<file path="src/rtl/shift_reg_n.sv">
// Multi-mode WIDTH-bit register: hold/load/shift/rotate/arithmetic shift,
// plus a burst engine that repeats a latched shift/rotate a programmed number of steps.
module shift_reg_n #(
    parameter int WIDTH = 8,
    parameter int CNT_W = 4
) (
    input  logic             clk,
    input  logic             clr,
    input  logic [2:0]       mode,
    input  logic [WIDTH-1:0] d,
    input  logic             sin,
    input  logic             start,
    input  logic [CNT_W-1:0] amt,
    output logic [WIDTH-1:0] q,
    output logic [WIDTH-1:0] qnot,
    output logic             sout,
    output logic             busy,
    output logic             done
);

    typedef enum logic [1:0] {
        S_IDLE = 2'd0,
        S_BUSY = 2'd1,
        S_DONE = 2'd2
    } state_t;

    state_t             state_q, state_d;
    logic [CNT_W-1:0]   cnt_q, cnt_d;
    logic [2:0]         mode_q, mode_d;
    logic [WIDTH-1:0]   reg_q, reg_d;
    logic               sout_q, sout_d;

    logic [2:0]         op_mode;
    logic [WIDTH-1:0]   step_val;
    logic               step_sout;
    logic               burst_ok;

    // One step of the selected operation; the latched mode drives it during a burst.
    always_comb begin
        op_mode   = (state_q == S_BUSY) ? mode_q : mode;
        step_val  = reg_q;
        step_sout = sout_q;
        case (op_mode)
            3'b001: step_val = d;
            3'b010: begin
                step_val  = {reg_q[WIDTH-2:0], sin};
                step_sout = reg_q[WIDTH-1];
            end
            3'b011: begin
                step_val  = {sin, reg_q[WIDTH-1:1]};
                step_sout = reg_q[0];
            end
            3'b100: begin
                step_val  = {reg_q[WIDTH-2:0], reg_q[WIDTH-1]};
                step_sout = reg_q[WIDTH-1];
            end
            3'b101: begin
                step_val  = {reg_q[0], reg_q[WIDTH-1:1]};
                step_sout = reg_q[0];
            end
            3'b110: begin
                step_val  = {reg_q[WIDTH-1], reg_q[WIDTH-1:1]};
                step_sout = reg_q[0];
            end
            default: ;
        endcase
    end

    assign burst_ok = (amt != '0) && (mode >= 3'b010) && (mode <= 3'b110);

    always_comb begin
        state_d = state_q;
        cnt_d   = cnt_q;
        mode_d  = mode_q;
        reg_d   = reg_q;
        sout_d  = sout_q;
        case (state_q)
            S_IDLE: begin
                if (start) begin
                    mode_d = mode;
                    if (burst_ok) begin
                        state_d = S_BUSY;
                        cnt_d   = amt;
                    end else begin
                        state_d = S_DONE;
                        cnt_d   = '0;
                    end
                end else begin
                    reg_d  = step_val;
                    sout_d = step_sout;
                end
            end
            S_BUSY: begin
                reg_d  = step_val;
                sout_d = step_sout;
                cnt_d  = cnt_q - CNT_W'(1);
                if (cnt_q == CNT_W'(1)) begin
                    state_d = S_DONE;
                end
            end
            S_DONE: begin
                state_d = S_IDLE;
            end
            default: begin
                state_d = S_IDLE;
            end
        endcase
    end

    always_ff @(posedge clk or negedge clr) begin
        if (!clr) begin
            state_q <= S_IDLE;
            cnt_q   <= '0;
            mode_q  <= 3'b000;
            reg_q   <= '0;
            sout_q  <= 1'b0;
        end else begin
            state_q <= state_d;
            cnt_q   <= cnt_d;
            mode_q  <= mode_d;
            reg_q   <= reg_d;
            sout_q  <= sout_d;
        end
    end

    assign q    = reg_q;
    assign qnot = ~reg_q;
    assign sout = sout_q;
    assign busy = (state_q == S_BUSY);
    assign done = (state_q == S_DONE);

endmodule

</file>
<file path="config.mk">
export PLATFORM = sky130hd
export DESIGN_NAME = shift_reg_n
export DESIGN_NICKNAME = d
export VERILOG_FILES = /design/src/rtl/shift_reg_n.sv
export SDC_FILE = /design/constraint.sdc
export NUM_CORES = 1
export LEC_CHECK = 0
export ABC_AREA = 1
export BUFFER_PORTS_ARGS = -buffer_cell sky130_fd_sc_hd__buf_2
export CAP_MARGIN = 20
export CORE_MARGIN = 5
export CORE_UTILIZATION = 55
export CTS_CLUSTER_SIZE = 28
export DETAILED_ROUTE_END_ITERATION = 10
export PLACE_DENSITY_LB_ADDON = 0.12
export SLEW_MARGIN = 20
export SYNTH_ARGS = -nofsm -noshare
export SYNTH_HDL_FRONTEND = slang
export SYNTH_SLANG_ARGS = --single-unit
export TNS_END_PERCENT = 1
</file>
<file path="constraint.sdc">
create_clock -name clk -period 3.5 [get_ports clk]
set_clock_uncertainty 0.15 [all_clocks]
set_input_delay 0.7 -clock clk [delete_from_list [all_inputs] [get_ports clk]]
set_output_delay 0.7 -clock clk [all_outputs]
set_load 0.05 [all_outputs]
</file>
==> impl_metrics.env <==
export IMPL_status="finished clean"
export IMPL_drt_total_wl_mm=3.16
export IMPL_n_fill_cell=225
export IMPL_yosys_area_share_simple_pct=47.7
export IMPL_startpoint="state_q[0]$_DFFE_PN0P_"
export IMPL_synth_yosys_seq_area_share_pct=33.3
export IMPL_cts_buffers_inserted=3
export IMPL_synthAdderAreaFrac_pct=1.85
export IMPL_antennaDiodeCount=0
export IMPL_setup_worst_path_class="reg2out"
export IMPL_overflow=0
export IMPL_htreeDepth=1
export IMPL_setup_viol=0
export IMPL_holdBufCountCts=0
export IMPL_cp_arrival_ns=1.52
export IMPL_dieHeight_um=59.6
export IMPL_hp_class="in2async"
export IMPL_clockBufferDepth=2
export IMPL_grt_pass1_wl_mm=5.35
export IMPL_grt_total_usage_pct=19.4
export IMPL_synth_cell_area_um2=1350
export IMPL_post_dp_hpwl_mm=2.43
export IMPL_cts_tree="built"
export IMPL_gp_congestion=0.881
export IMPL_drive_above_1_share_pct=27.9
export IMPL_synth_compound_area_share_pct=7.13
export IMPL_relSlewSlack_pct=71.4
export IMPL_area_growth_pct=15.8
export IMPL_critPathCaptureType="output port"
export IMPL_syn_area_per_cell_um2=6.89
export IMPL_worstMarginPinSlew_ns=0.428
export IMPL_synth_area_mux_share_pct=0
export IMPL_synth_xor_area_share_pct=0
export IMPL_postCtsSetupBuffers=0
export IMPL_cts_resized_gates=0
export IMPL_grt_pass1_vias=1261
export IMPL_drtIter0Drc=44
export IMPL_root_buffer="clkbuf_4"
export IMPL_path_clk_slew_ns=0.11
export IMPL_worstPathRequired_ns=2.65
export IMPL_synth_top_family_by_area="simple AND/OR/NAND/NOR gates"
export IMPL_antenna_found_initial=0
export IMPL_regToRegStartpoint="state_q[0]$_DFFE_PN0P_"
export IMPL_core_area_um2=2410
export IMPL_io_pins=38
export IMPL_hold_violations=0
export IMPL_max_freq_ghz=0.422
export IMPL_start_util_pct=56.1
export IMPL_syn_num_nets=217
export IMPL_drt_pass1_iterations=4
export IMPL_rsz0062_at_grt="no"
export IMPL_drv_slew=0
export IMPL_ant_nets=0
export IMPL_yosys_area_top_type_share_pct=33.3
export IMPL_drc_errors=0
export IMPL_start_kind="register"
export IMPL_holdWs_ns=0.169
export IMPL_synth_area_leaders="dfrtp_1 33%, nand2_1 15%, nand3_1 7.8%"
export IMPL_fin_crit_ns=2.37
export IMPL_ys_seq_elements=18
export IMPL_grt_max_degree=19
export IMPL_yosys_area_top_type="dfrtp_1"
export IMPL_port_buffers=37
export IMPL_fin_nets=255
export IMPL_clk_insertion_delay_late_ns=0.30
export IMPL_die_w_um=59.6
export IMPL_dieArea_um2=3550
export IMPL_crit_fanout=16
export IMPL_fin_crit_sh_pct=67.7
export IMPL_fp_row_count=18
export IMPL_fin_setup_tns_ns=0
export IMPL_clock_sinks=18
export IMPL_vias_per_cell=5.31
export IMPL_maxCapViolCount=0
export IMPL_via_count=1396
export IMPL_ys_types=22
export IMPL_netlist_instances=196
export IMPL_ys_warn_count=0
export IMPL_post_drt_wl_per_cell_um=12.0
[sequential cells by signal (all words and copies together), names as in the netlist]
| name | flops |
|---|---|
| cnt_q | 4 |
| mode_q | 3 |
| q | 8 |
| sout | 1 |
| state_q | 2 |
[final timing paths]
kind	depth (start not counted)	endpoint	slack (ns)
max	3	busy	1.13
min	1	cnt_q[2]$_DFFE_PN0P_	0.17
max reg2reg	9	q[5]$_DFFE_PN0P_	1.66
min reg2reg	2	sout$_DFFE_PN0P_	0.36
max in group asynchronous	1	q[4]$_DFFE_PN0P_	2.73
min in group clk	2	sout$_DFFE_PN0P_	0.36
[critical path, stage by stage (launching register included)]
cell and delay [ns]:
dfrtp_1 0.57, nand2_4 0.19, inv_1 0.17, buf_2 0.29
[cells in the final DEF, fill, tap and decap left out, types with 2 or more instances in the layout]
cell,synthesis,routed
clkbuf_4,0,3
nand4_1,5,5
nand3_2,3,3
nand2_4,6,6
buf_2,0,37
nand2_1,55,55
inv_1,22,22
inv_2,2,2
nor2_1,26,26
dfrtp_1,18,18
nor2_2,2,2
o21ai_0,12,12
nand3_1,21,21
ha_1,2,2
nand2_2,10,10
[stage by stage]
| stage | instances | setup slack (ns) | area, um2 | utilization [%] |
|---|---|---|---|---|
| after floorplan | 196 | 1.50 | 1350 | - |
| after global placement | 259 | 1.56 | 1530 | 63.4 |
| after detailed placement | 259 | 1.51 | 1530 | 63.4 |
| after CTS | 263 | 1.16 | 1570 | 65.0 |
| after global routing | 263 | 1.08 | 1570 | 65.0 |
| final | 263 | 1.13 | 1570 | 65.0 |
[final cells by class]
| type | count | area [um2] | share of cell area, % |
|---|---|---|---|
| multi-input cells | 150 | 766 | 48.9 |
| flip-flops and latches | 18 | 450 | 28.8 |
| repair buffers | 37 | 185 | 11.8 |
| inverters | 24 | 90.1 | 5.76 |
| well taps | 30 | 37.5 | 2.40 |
| clock buffers | 4 | 36.3 | 2.32 |
[cells in the mapped netlist]
library cell,count
nand3_1,21
o211ai_1,1
buf_6,4
a21oi_1,1
nor2_1,26
o221ai_1,1
nand2_1,55
o21ai_0,12
nand3_4,1
dfrtp_1,18
inv_1,22
ha_1,2
a31oi_1,1
nand3b_1,1
o2bb2ai_1,1
nand2_2,10
nand3_2,3
nor4_1,1
inv_2,2
nor2_2,2
nand2_4,6
nand4_1,5
[kinds of logic after synthesis]
group | Yosys count
flops | 18
fa+ha+maj | 2
compound gates | 17
simple gates | 131
buf+inv | 28
[per-layer routing]
layer	GRT usage, %	up-vias	wire, um	part of all wire (%)
met4	6.33	0	26	0.82
met2	32.1	43	1560	49
met1	26.2	646	1390	44
met3	2.18	4	179	5.7
li1	-	703	-	-
met5	0	-	0	0
Power is left out: the tool's default activity adds up to more than one toggle a clock period on the data nets, which glitch-free logic cannot reach.
